**src/rtl/spi_pkg.sv**
```systemverilog
// -----------------------------------------------------------------------------
// spi_pkg
// Shared definitions for the SPI master transfer engine:
//   - spi_state_e : transfer FSM states (IDLE, XFER, TRAIL, DONE)
//   - MODE_RUN / MODE_WAIT : spi_mode encodings (1x = stop)
//   - SPI_DATA_W / SPI_CNT_W : default frame and baud counter widths
//   - spi_divisor() : baud divisor (sppr+1) * 2^(spr+1), range 2..2048
// -----------------------------------------------------------------------------
package spi_pkg;

  localparam int SPI_DATA_W = 8;
  localparam int SPI_CNT_W  = 12;

  localparam logic [1:0] MODE_RUN  = 2'b00;
  localparam logic [1:0] MODE_WAIT = 2'b01;

  typedef enum logic [1:0] {
    IDLE  = 2'b00,
    XFER  = 2'b01,
    TRAIL = 2'b10,
    DONE  = 2'b11
  } spi_state_e;

  // Full SCLK period in PCLK cycles; the largest value (2048) still fits 12 bits.
  function automatic logic [11:0] spi_divisor(input logic [2:0] sppr, input logic [2:0] spr);
    logic [11:0] base;
    base = {9'd0, sppr} + 12'd1;
    return base << ({1'b0, spr} + 4'd1);
  endfunction

endpackage

```
**src/rtl/spi_baud_gen.sv**
```systemverilog
// -----------------------------------------------------------------------------
// spi_baud_gen
// Half-period timer for SCLK. The half-period is captured on load and held for
// the whole frame, so later register writes cannot disturb a running transfer.
// Ports:
//   clk, rst   : clock, asynchronous active-high reset
//   load       : capture half_cnt and clear the counter (transfer start)
//   half_cnt   : half-period in clock cycles (>= 1)
//   run        : counter active (XFER/TRAIL); counter held at 0 otherwise
//   freeze     : hold the counter where it is (wait/stop mode)
//   edge_stb   : one-cycle strobe at the last cycle of each half-period
// -----------------------------------------------------------------------------
module spi_baud_gen
  import spi_pkg::*;
#(
  parameter int CNT_W = SPI_CNT_W
) (
  input  logic             clk,
  input  logic             rst,
  input  logic             load,
  input  logic [CNT_W-1:0] half_cnt,
  input  logic             run,
  input  logic             freeze,
  output logic             edge_stb
);

  logic [CNT_W-1:0] half_q, half_d;
  logic [CNT_W-1:0] cnt_q, cnt_d;
  logic             at_end;

  assign at_end   = (cnt_q == (half_q - CNT_W'(1)));
  assign edge_stb = run & ~freeze & at_end;

  // Next-state logic for the latched half-period and the running counter.
  always_comb begin
    half_d = half_q;
    cnt_d  = cnt_q;
    if (load) begin
      half_d = half_cnt;
      cnt_d  = '0;
    end else if (!run) begin
      cnt_d = '0;
    end else if (freeze) begin
      cnt_d = cnt_q;
    end else if (at_end) begin
      cnt_d = '0;
    end else begin
      cnt_d = cnt_q + CNT_W'(1);
    end
  end

  // Counter and divisor registers.
  always_ff @(posedge clk or posedge rst) begin
    if (rst) begin
      half_q <= CNT_W'(1);
      cnt_q  <= '0;
    end else begin
      half_q <= half_d;
      cnt_q  <= cnt_d;
    end
  end

endmodule

```
**src/rtl/spi_master_shifter.sv**
```systemverilog
// -----------------------------------------------------------------------------
// spi_master_shifter
// SPI master transfer engine: generates SCLK/SS, shifts one frame out on MOSI
// while capturing MISO, and reports completion to the APB interface stage.
// Ports:
//   PCLK, PRESET       : clock, asynchronous active-high reset
//   mstr, cpol, cpha, lsbfe, spiswai, spi_mode, sppr, spr : register file
//   send_data, tx_data : one-cycle start request with the frame to send
//   miso               : serial input
//   sclk, mosi, ss     : serial clock, serial output, active-low select
//   tip                : transfer in progress
//   receive_data       : one-cycle frame-complete pulse
//   miso_data          : last fully received frame
// -----------------------------------------------------------------------------
module spi_master_shifter
  import spi_pkg::*;
#(
  parameter int DATA_W = SPI_DATA_W,
  parameter int CNT_W  = SPI_CNT_W
) (
  input  logic              PCLK,
  input  logic              PRESET,
  input  logic              mstr,
  input  logic              cpol,
  input  logic              cpha,
  input  logic              lsbfe,
  input  logic              spiswai,
  input  logic [1:0]        spi_mode,
  input  logic [2:0]        sppr,
  input  logic [2:0]        spr,
  input  logic              send_data,
  input  logic [DATA_W-1:0] tx_data,
  input  logic              miso,
  output logic              sclk,
  output logic              mosi,
  output logic              ss,
  output logic              tip,
  output logic              receive_data,
  output logic [DATA_W-1:0] miso_data
);

  localparam int              EC_W      = $clog2(2 * DATA_W + 1);
  localparam logic [EC_W-1:0] LAST_EDGE = EC_W'(2 * DATA_W);

  spi_state_e        state_q, state_d;
  logic [DATA_W-1:0] shreg_q, shreg_d;
  logic [DATA_W-1:0] miso_data_q, miso_data_d;
  logic [EC_W-1:0]   edge_cnt_q, edge_cnt_d;
  logic              rx_bit_q, rx_bit_d;
  logic              mosi_q, mosi_d;
  logic              ss_q, ss_d;
  logic              tip_q, tip_d;
  logic              rcv_q, rcv_d;
  logic              tog_q, tog_d;
  logic              cpol_q, cpol_d;
  logic              cpha_q, cpha_d;
  logic              lsbfe_q, lsbfe_d;

  logic              start;
  logic              freeze;
  logic              busy;
  logic              edge_stb;
  logic [EC_W-1:0]   edge_num;
  logic [CNT_W-1:0]  half_cnt;

  // Bit currently presented on MOSI for the given order.
  function automatic logic pick_out(input logic [DATA_W-1:0] sh, input logic lsb);
    return lsb ? sh[0] : sh[DATA_W-1];
  endfunction

  // Advance the frame by one bit, inserting the received bit at the far end.
  function automatic logic [DATA_W-1:0] shift_frame(input logic [DATA_W-1:0] sh,
                                                    input logic lsb, input logic in_bit);
    return lsb ? {in_bit, sh[DATA_W-1:1]} : {sh[DATA_W-2:0], in_bit};
  endfunction

  assign start    = (state_q == IDLE) && send_data && mstr && (spi_mode == MODE_RUN);
  assign freeze   = ((spi_mode == MODE_WAIT) && spiswai) || spi_mode[1];
  assign busy     = (state_q == XFER) || (state_q == TRAIL);
  assign edge_num = edge_cnt_q + EC_W'(1);
  assign half_cnt = CNT_W'(spi_divisor(sppr, spr) >> 1);

  spi_baud_gen #(.CNT_W(CNT_W)) u_baud (
    .clk      (PCLK),
    .rst      (PRESET),
    .load     (start),
    .half_cnt (half_cnt),
    .run      (busy),
    .freeze   (freeze),
    .edge_stb (edge_stb)
  );

  // Transfer FSM: next state, shift register and output register updates.
  always_comb begin
    state_d     = state_q;
    shreg_d     = shreg_q;
    miso_data_d = miso_data_q;
    edge_cnt_d  = edge_cnt_q;
    rx_bit_d    = rx_bit_q;
    mosi_d      = mosi_q;
    ss_d        = ss_q;
    tip_d       = tip_q;
    rcv_d       = 1'b0;
    tog_d       = tog_q;
    cpol_d      = cpol_q;
    cpha_d      = cpha_q;
    lsbfe_d     = lsbfe_q;
    case (state_q)
      IDLE: begin
        if (start) begin
          state_d    = XFER;
          shreg_d    = tx_data;
          ss_d       = 1'b0;
          tip_d      = 1'b1;
          edge_cnt_d = '0;
          tog_d      = 1'b0;
          cpol_d     = cpol;
          cpha_d     = cpha;
          lsbfe_d    = lsbfe;
          // With cpha=0 the first bit must be valid as soon as ss falls.
          mosi_d     = pick_out(tx_data, lsbfe);
        end else begin
          state_d = IDLE;
        end
      end
      XFER: begin
        if (!mstr) begin
          state_d = IDLE;
          ss_d    = 1'b1;
          tip_d   = 1'b0;
        end else if (edge_stb) begin
          tog_d      = ~tog_q;
          edge_cnt_d = edge_num;
          if (edge_num[0]) begin
            // Leading edge: cpha=1 drives the next bit, cpha=0 samples MISO.
            if (cpha_q) begin
              mosi_d = pick_out(shreg_q, lsbfe_q);
            end else begin
              rx_bit_d = miso;
            end
          end else begin
            // Trailing edge: the frame shifts in both phases; cpha=0 takes the
            // bit sampled on the leading edge, cpha=1 samples MISO right now.
            shreg_d = shift_frame(shreg_q, lsbfe_q, cpha_q ? miso : rx_bit_q);
            // Last edge only completes the receive; MOSI keeps the final bit.
            if (!cpha_q && (edge_num != LAST_EDGE)) begin
              mosi_d = pick_out(shreg_d, lsbfe_q);
            end else begin
              mosi_d = mosi_q;
            end
          end
          if (edge_num == LAST_EDGE) begin
            state_d = TRAIL;
          end else begin
            state_d = XFER;
          end
        end else begin
          state_d = XFER;
        end
      end
      TRAIL: begin
        if (!mstr) begin
          state_d = IDLE;
          ss_d    = 1'b1;
          tip_d   = 1'b0;
        end else if (edge_stb) begin
          state_d     = DONE;
          ss_d        = 1'b1;
          tip_d       = 1'b0;
          rcv_d       = 1'b1;
          miso_data_d = shreg_q;
        end else begin
          state_d = TRAIL;
        end
      end
      DONE: begin
        state_d = IDLE;
      end
      default: begin
        state_d = IDLE;
      end
    endcase
  end

  // State, datapath and registered outputs.
  always_ff @(posedge PCLK or posedge PRESET) begin
    if (PRESET) begin
      state_q     <= IDLE;
      shreg_q     <= '0;
      miso_data_q <= '0;
      edge_cnt_q  <= '0;
      rx_bit_q    <= 1'b0;
      mosi_q      <= 1'b0;
      ss_q        <= 1'b1;
      tip_q       <= 1'b0;
      rcv_q       <= 1'b0;
      tog_q       <= 1'b0;
      cpol_q      <= 1'b0;
      cpha_q      <= 1'b0;
      lsbfe_q     <= 1'b0;
    end else begin
      state_q     <= state_d;
      shreg_q     <= shreg_d;
      miso_data_q <= miso_data_d;
      edge_cnt_q  <= edge_cnt_d;
      rx_bit_q    <= rx_bit_d;
      mosi_q      <= mosi_d;
      ss_q        <= ss_d;
      tip_q       <= tip_d;
      rcv_q       <= rcv_d;
      tog_q       <= tog_d;
      cpol_q      <= cpol_d;
      cpha_q      <= cpha_d;
      lsbfe_q     <= lsbfe_d;
    end
  end

  // In IDLE the idle level follows the live cpol register; during a frame the
  // latched polarity is used so a mid-frame write cannot glitch SCLK.
  assign sclk         = (state_q == IDLE) ? cpol : (cpol_q ^ tog_q);
  assign mosi         = mosi_q;
  assign ss           = ss_q;
  assign tip          = tip_q;
  assign receive_data = rcv_q;
  assign miso_data    = miso_data_q;

endmodule
```
**config.mk**
```make
export PLATFORM = sky130hd
export DESIGN_NAME = spi_master_shifter
export DESIGN_NICKNAME = d
export VERILOG_FILES = /design/src/rtl/spi_pkg.sv /design/src/rtl/spi_baud_gen.sv /design/src/rtl/spi_master_shifter.sv
export SDC_FILE = /design/constraint.sdc
export NUM_CORES = 1
export LEC_CHECK = 0
export ABC_CLOCK_PERIOD_IN_PS = 9700
export BUFFER_PORTS_ARGS = -buffer_cell sky130_fd_sc_hd__buf_4
export CORE_MARGIN = 4
export CORE_UTILIZATION = 64
export CTS_CLUSTER_SIZE = 12
export DETAILED_ROUTE_END_ITERATION = 10
export PLACE_DENSITY_LB_ADDON = 0.15
export REMOVE_ABC_BUFFERS = 1
export SKIP_CTS_REPAIR_TIMING = 1
export SLEW_MARGIN = 10
export SYNTH_ARGS = -nofsm -noshare
export SYNTH_HDL_FRONTEND = slang
export SYNTH_HIERARCHICAL = 1
export SYNTH_SLANG_ARGS = --single-unit
```
**constraint.sdc**
```tcl
create_clock -name PCLK -period 9.7 [get_ports PCLK]
set_input_delay 2.91 -clock PCLK [delete_from_list [all_inputs] [get_ports PCLK]]
set_output_delay 2.91 -clock PCLK [all_outputs]
set_load 0.02 [all_outputs]
```
==> results of run 1 <==
-- logic make-up (layout without fill, tap and decap cells) --
| logic type | after synthesis | after routing | synth area share, % |
|---|---|---|---|
| other | 1 | 1 | 0.107 |
| adders and majority gates | 11 | 11 | 3.92 |
| DFF | 56 | 56 | 40.0 |
| xor gates and xnor gates | 17 | 17 | 4.24 |
| buffers and inverters | 29 | 61 | 3.88 |
| AOI/OAI and AO/OA | 82 | 82 | 15.7 |
| muxes | 39 | 39 | 12.4 |
| and+or+nand+nor | 131 | 131 | 19.7 |
-- cell type report --
class                           instances  area [um^2]  share of cell area [%]
Clock buffer                            5         68.8                    1.77
Multi-Input combinational cell        281         1970                    50.6
Inverter                               15         56.3                    1.45
Sequential cell                        56         1400                    36.1
Clock inverter                          3         21.3                   0.546
Tap cell                               70         87.6                    2.25
Timing Repair Buffer                   38          285                    7.33
-- state kept, by name (all words and copies together), names as in the netlist --
name / flops
miso_data: 8
cpol_q: 1
shreg_q: 8
receive_data: 1
mosi: 1
u_baud/cnt_q: 12
rx_bit_q: 1
tip: 1
edge_cnt_q: 5
cpha_q: 1
lsbfe_q: 1
ss: 1
tog_q: 1
state_q: 2
u_baud/half_q: 12
-- worst register-to-register path: cells and delay by family, from the launching register on --
family          cells  cell delay (ps)
mux                 1              330
buf+inv             1               60
simple gates        3              910
fa+ha+maj           1              310
compound gates      7             1620
flops               1              580
-- layer usage --
| metal | up-vias | global-route usage (%) | share of wire [%] |
|---|---|---|---|
| met5 | - | 0 | 0 |
| met4 | 0 | 7.14 | 1.4 |
| met3 | 9 | 4.28 | 5.1 |
| met2 | 58 | 34.7 | 47 |
| met1 | 1300 | 32.6 | 47 |
| li1 | 1381 | - | - |
-- final timing paths --
kind,slack [ps],from,depth (start not counted),to
max,3490,cpol,4,sclk
max reg2reg,5780,u_baud/half_q[0],13,mosi
min in group asynchronous,2660,PRESET,3,receive_data
min reg2reg,500,tip,2,tip
min,500,tip,2,tip
max in group asynchronous,6310,PRESET,2,u_baud/half_q[6]
-- power by group --
group / internal (mW) / switching (mW) / total (mW)
combinational: 0.140 / 0.151 / 0.291
sequential: 0.280 / 0.0627 / 0.343
clock: 0.0515 / 0.0798 / 0.131
total: 0.472 / 0.294 / 0.765
-- cell usage in the layout (no fill, tap or decap), drive strengths merged, types with 3 or more instances in the layout --
cell type	netlist	layout
nand4	3	3
mux2i	11	11
nor3b	7	7
nand2	48	48
inv	15	16
o21bai	4	4
mux2	27	27
buf	7	38
nor4	3	3
ha	11	11
nor2	20	20
nor3	8	8
and2	3	3
nor2b	3	3
nand3	15	15
o21ai	35	35
o31ai	4	4
a21oi	5	5
xnor2	5	5
clkbuf	7	5
xor2	12	12
o22ai	6	6
and3	6	6
or3	4	4
a211o	3	3
dfrtp	54	54
a21o	6	6
==> out/qor.txt, run 1 <==
Post-synth top area cell = dfrtp_1
Post-Syn Area = 0.00351 mm^2
Worst vdd ir = 0.000132 V
GRT Residual Overflow = 0
Ys async rst share = 100%
Crit start category = primary input
Initial antenna violation count = 0
Worst EP required = 6790 ps
Vias in the first global route = 2476
Bufs and invs on worst path = 2
Crit path max-delay cell type = buf_4
Final hold slack = 499 ps
LEAKAGE = 1.88 nW
Share of cells above drive strength 1 = 21.4%
Hold/Removal Path Class = reg -> reg
Synth area leaders = dfrtp_1 (38%), mux2_2 (8.3%), nand2_1 (5.0%)
Slew Limit Fails = 0
Most frequent CP cell = buf_4
TritonCTS sink count = 56
RSZ-0062 raised after global routing = no
Final instance area = 0.00389 mm^2
Die width = 82.1 um
Yosys reg bits = 56
Insertion delay to the later sink of the worst-skew pair = 320 ps
Final setup viols = 0
Max capacitance violation total = 0
Vias per inst = 5.87
Vias after detailed routing = 2748
Synth Warn # = 6
Buffers on Ports = 37
Slew @ Worst Pin = 951 ps
Synth unique cells = 67
Fin crit period = 6210 ps
Worst setup EP type = output port
CTS tree = yes
CTS H-Tree Depth = 2
Non-filler cells, final = 468
Setup Skew = 12.8 ps
Synth Flop Type = dfrtp_1
Final hold vios = 0
Slew Limit Headroom = 36.6%
IO Pins = 38
Fmax = 0.161 GHz
Post-route DRC = 0
Post-DP HPWL = 5130 um
CTS Buffer Depth = 2
Placement Setup Slack = 3480 ps
Post-placement cell area = 0.00380 mm^2
CORE AREA = 0.00520 mm^2
Critical path class = in -> out
Initial core utilization = 67.5%
Worst-path clk slew = 100 ps
Final core occ = 74.8%
Crit-path cells = buf_4 -> nand2_1 -> o21ai_0 -> buf_4
Die area = 0.00673 mm^2
Setup TNS = 0 ps
Routed wire length = 6990 um
Most frequent cells after synthesis = dfrtp_1 (54), nand2_1 (47), o21ai_0 (32)
FP Rows = 26
First-pass GRT wire length = 11700 um
Top Family by Delay on Critical Path = buffers and inverters
FILL cells = 400
Worst endpoint data arrival time = 3300 ps
Clk root buf = clkbuf_8
Status = finished clean
Final period util = 64.1%
# diodes = 0
DP Cell Count = 460
Worst setup margin = 3490 ps
Routed Antenna Nets = 0
Nets = 433
GPL Wtd Cong = 0.815
Tot Pwr = 765 uW
Synth top area share = 38.5%
Sequential area share after synthesis = 40.0%
Drt wl/cell = 14.9 um
CTS Buf Count = 5
Area Growth Syn to Fin = 10.9%
Largest net degree at the start of global routing = 33
CP Max Fanout = 2
Worst path max stage delay = 160 ps
DRT iter0 DRCs = 128
Post-synth EDFFs = 0
Die Ht = 82.1 um
Top-count cell post-synth = dfrtp_1
Synthesized area per cell = 9.59 um^2
Cells after Synth = 366
Pwr dens = 197 mW/mm^2
Total GRT Usage = 22.7%
First drt pass iteration count = 4
Power figures use the tool's default switching activity.
==> run 2: changes to the inputs <==
--- a/config.mk
+++ b/config.mk
@@ -5,10 +5,10 @@
 export SDC_FILE = /design/constraint.sdc
 export NUM_CORES = 1
 export LEC_CHECK = 0
-export ABC_CLOCK_PERIOD_IN_PS = 9700
+export ABC_CLOCK_PERIOD_IN_PS = 5600
 export BUFFER_PORTS_ARGS = -buffer_cell sky130_fd_sc_hd__buf_4
 export CORE_MARGIN = 4
-export CORE_UTILIZATION = 64
+export CORE_UTILIZATION = 53
 export CTS_CLUSTER_SIZE = 12
 export DETAILED_ROUTE_END_ITERATION = 10
 export PLACE_DENSITY_LB_ADDON = 0.15
==> constraint.sdc (replaced) <==
create_clock -name PCLK -period 5.6 [get_ports PCLK]
set_input_delay 1.68 -clock PCLK [delete_from_list [all_inputs] [get_ports PCLK]]
set_output_delay 1.68 -clock PCLK [all_outputs]
set_load 0.02 [all_outputs]
==> run 2 against run 1 <==
  * Setup slack worse by 1700 ps
  * Clock power grew 110%
  * Critical endpoint is now mosi
  * Combinational power increased by 75%
  * Global-route usage fell by 3.3 points
  * Sequential power increased by 73%
==> out/qor.txt, run 2 (synthesized netlist as in run 1, its figures left out) <==
Drt wl/cell = 15.1 um (+1.2%)
CTS H-Tree Depth = 2 (unchanged)
GPL Wtd Cong = 0.888 (+8.9%)
Commonest non-fill, non-tap cell in the layout = dfrtp_1
Worst-path clk slew = 100 ps (about the same)
Worst vdd ir = 0.000215 V (+62%)
Vias after detailed routing = 2737 (-0.40%)
Share of cells above drive strength 1 = 21.4% (unchanged)
Final setup viols = 0 (unchanged)
Nets = 433 (unchanged)
Critical path class = reg -> reg
CTS Buffer Depth = 2 (unchanged)
Initial core utilization = 55.0% (-12 points)
Fin crit period = 3840 ps
Buffers on Ports = 37 (unchanged)
Total GRT Usage = 19.3% (-3.3 points)
Slew Limit Fails = 0 (unchanged)
TritonCTS sink count = 56 (unchanged)
# diodes = 0 (unchanged)
CTS Buf Count = 5 (unchanged)
Routed wire length = 7180 um (+2.8%)
CORE AREA = 0.00639 mm^2 (+23%)
Slew @ Worst Pin = 971 ps (+20.2 ps)
Final period util = 68.5%
FILL cells = 548 (+37%)
CP Max Fanout = 18 (+16)
Largest net degree at the start of global routing = 33 (unchanged)
Routed Antenna Nets = 0 (unchanged)
GRT Residual Overflow = 0 (unchanged)
DP Cell Count = 467 (+1.5%)
Crit start category = flip-flop
Non-filler cells, final = 475 (+1.5%)
CTS tree = yes
IO Pins = 38 (unchanged)
Post-route DRC = 0 (unchanged)
Max capacitance violation total = 0 (unchanged)
Die width = 89.4 um (+8.9%)
Setup Skew = 10.3 ps (-2.52 ps)
Final hold vios = 0 (unchanged)
Vias in the first global route = 2560 (+3.4%)
Die area = 0.00799 mm^2 (+19%)
LEAKAGE = 1.90 nW (+0.90%)
Post-DP HPWL = 5270 um (+2.7%)
Largest registers = u_baud/cnt_q x12, u_baud/half_q x12
Insertion delay to the later sink of the worst-skew pair = 310 ps (about the same)
Worst endpoint data arrival time = 4040 ps (+740 ps)
Initial antenna violation count = 0 (unchanged)
Setup TNS = 0 ps (unchanged)
Pwr dens = 351 mW/mm^2 (+79%)
First drt pass iteration count = 4 (unchanged)
Slew Limit Headroom = 35.2% (-1.3 points)
Area Growth Syn to Fin = 12.0%
Vias per inst = 5.76 (-1.9%)
Clk root buf = clkbuf_8
Die Ht = 89.4 um (+8.9%)
Hold/Removal Path Class = reg -> reg
DRT iter0 DRCs = 122 (-4.7%)
FP Rows = 29 (+12%)
RSZ-0062 raised after global routing = no
Fmax = 0.261 GHz
Most frequent cells in the layout = dfrtp_1 (54), nand2_1 (47), buf_4 (38)
Worst EP required = 5800 ps (-990 ps)
Worst setup EP type = flip-flop
Status = finished clean
First-pass GRT wire length = 12200 um (+4.3%)
-- run 2: cell count changes in the layout (fill, tap and decap cells not counted), sizes merged --
cell | before | now
clkinvlp | 1 | 0
inv | 16 | 15
clkbuf | 5 | 6
bufinv | 0 | 1
-- run 2: metal layers --
layer  global-route usage [%]  vias to the layer above  part of all wire [%]
met4                     4.47                        0                  0.98
met3                     2.76                        6                   3.0
met2                     28.9                       48                    45
li1                         -                     1369                     -
met1                     29.6                     1314                    51
met5                        0                        -                     0
-- run 2: stage by stage --
stage	hold slack [ps]	total power, mW	area [um^2]	setup WS, ps	utilization, %
after global routing	531	1.49	3930	1470	61.6
after global placement	472	1.09	3810	1750	59.7
final	489	1.38	3930	1760	61.6
after detailed placement	472	1.11	3810	1680	59.7
after floorplan	458	0.968	3430	1980	-
after CTS	497	1.40	3930	1750	61.6
-- run 2: final timing paths --
kind	end	depth (start not counted)	slack, ps	start
max in group asynchronous	u_baud/half_q[11]	2	3400	PRESET
setup reg to reg	mosi	13	1760	u_baud/half_q[0]
hold / removal	tip	2	490	tip
setup / recovery	mosi	13	1760	u_baud/half_q[0]
min in group asynchronous	miso_data[4]	3	1460	PRESET
hold reg to reg	tip	2	490	tip
-- run 2: final cells by class --
cell class	count	area, um^2	area share, %
clock inverters	2	38.8	0.986
repair buffers	38	285	7.25
flip-flops and latches	56	1400	35.7
inverters	15	56.3	1.43
clock buffers	6	82.6	2.10
well taps	77	96.3	2.45
multi-input cells	281	1970	50.1
-- run 2: power by group --
part | internal, mW | switching (mW) | total (mW)
combinational | 0.242 | 0.266 | 0.508
clock | 0.146 | 0.134 | 0.281
sequential | 0.485 | 0.108 | 0.594
-- run 2: worst max-delay path, stage by stage, from the launching register on --
cell,delay [ps]
dfstp_2,590
inv_1,70
ha_1,310
o21ba_1,220
a221oi_1,280
a41oi_1,90
a2111oi_2,350
o221ai_1,230
nor3b_1,390
and3_4,280
a21o_1,130
nand2_2,180
o31ai_2,280
mux2_1,330
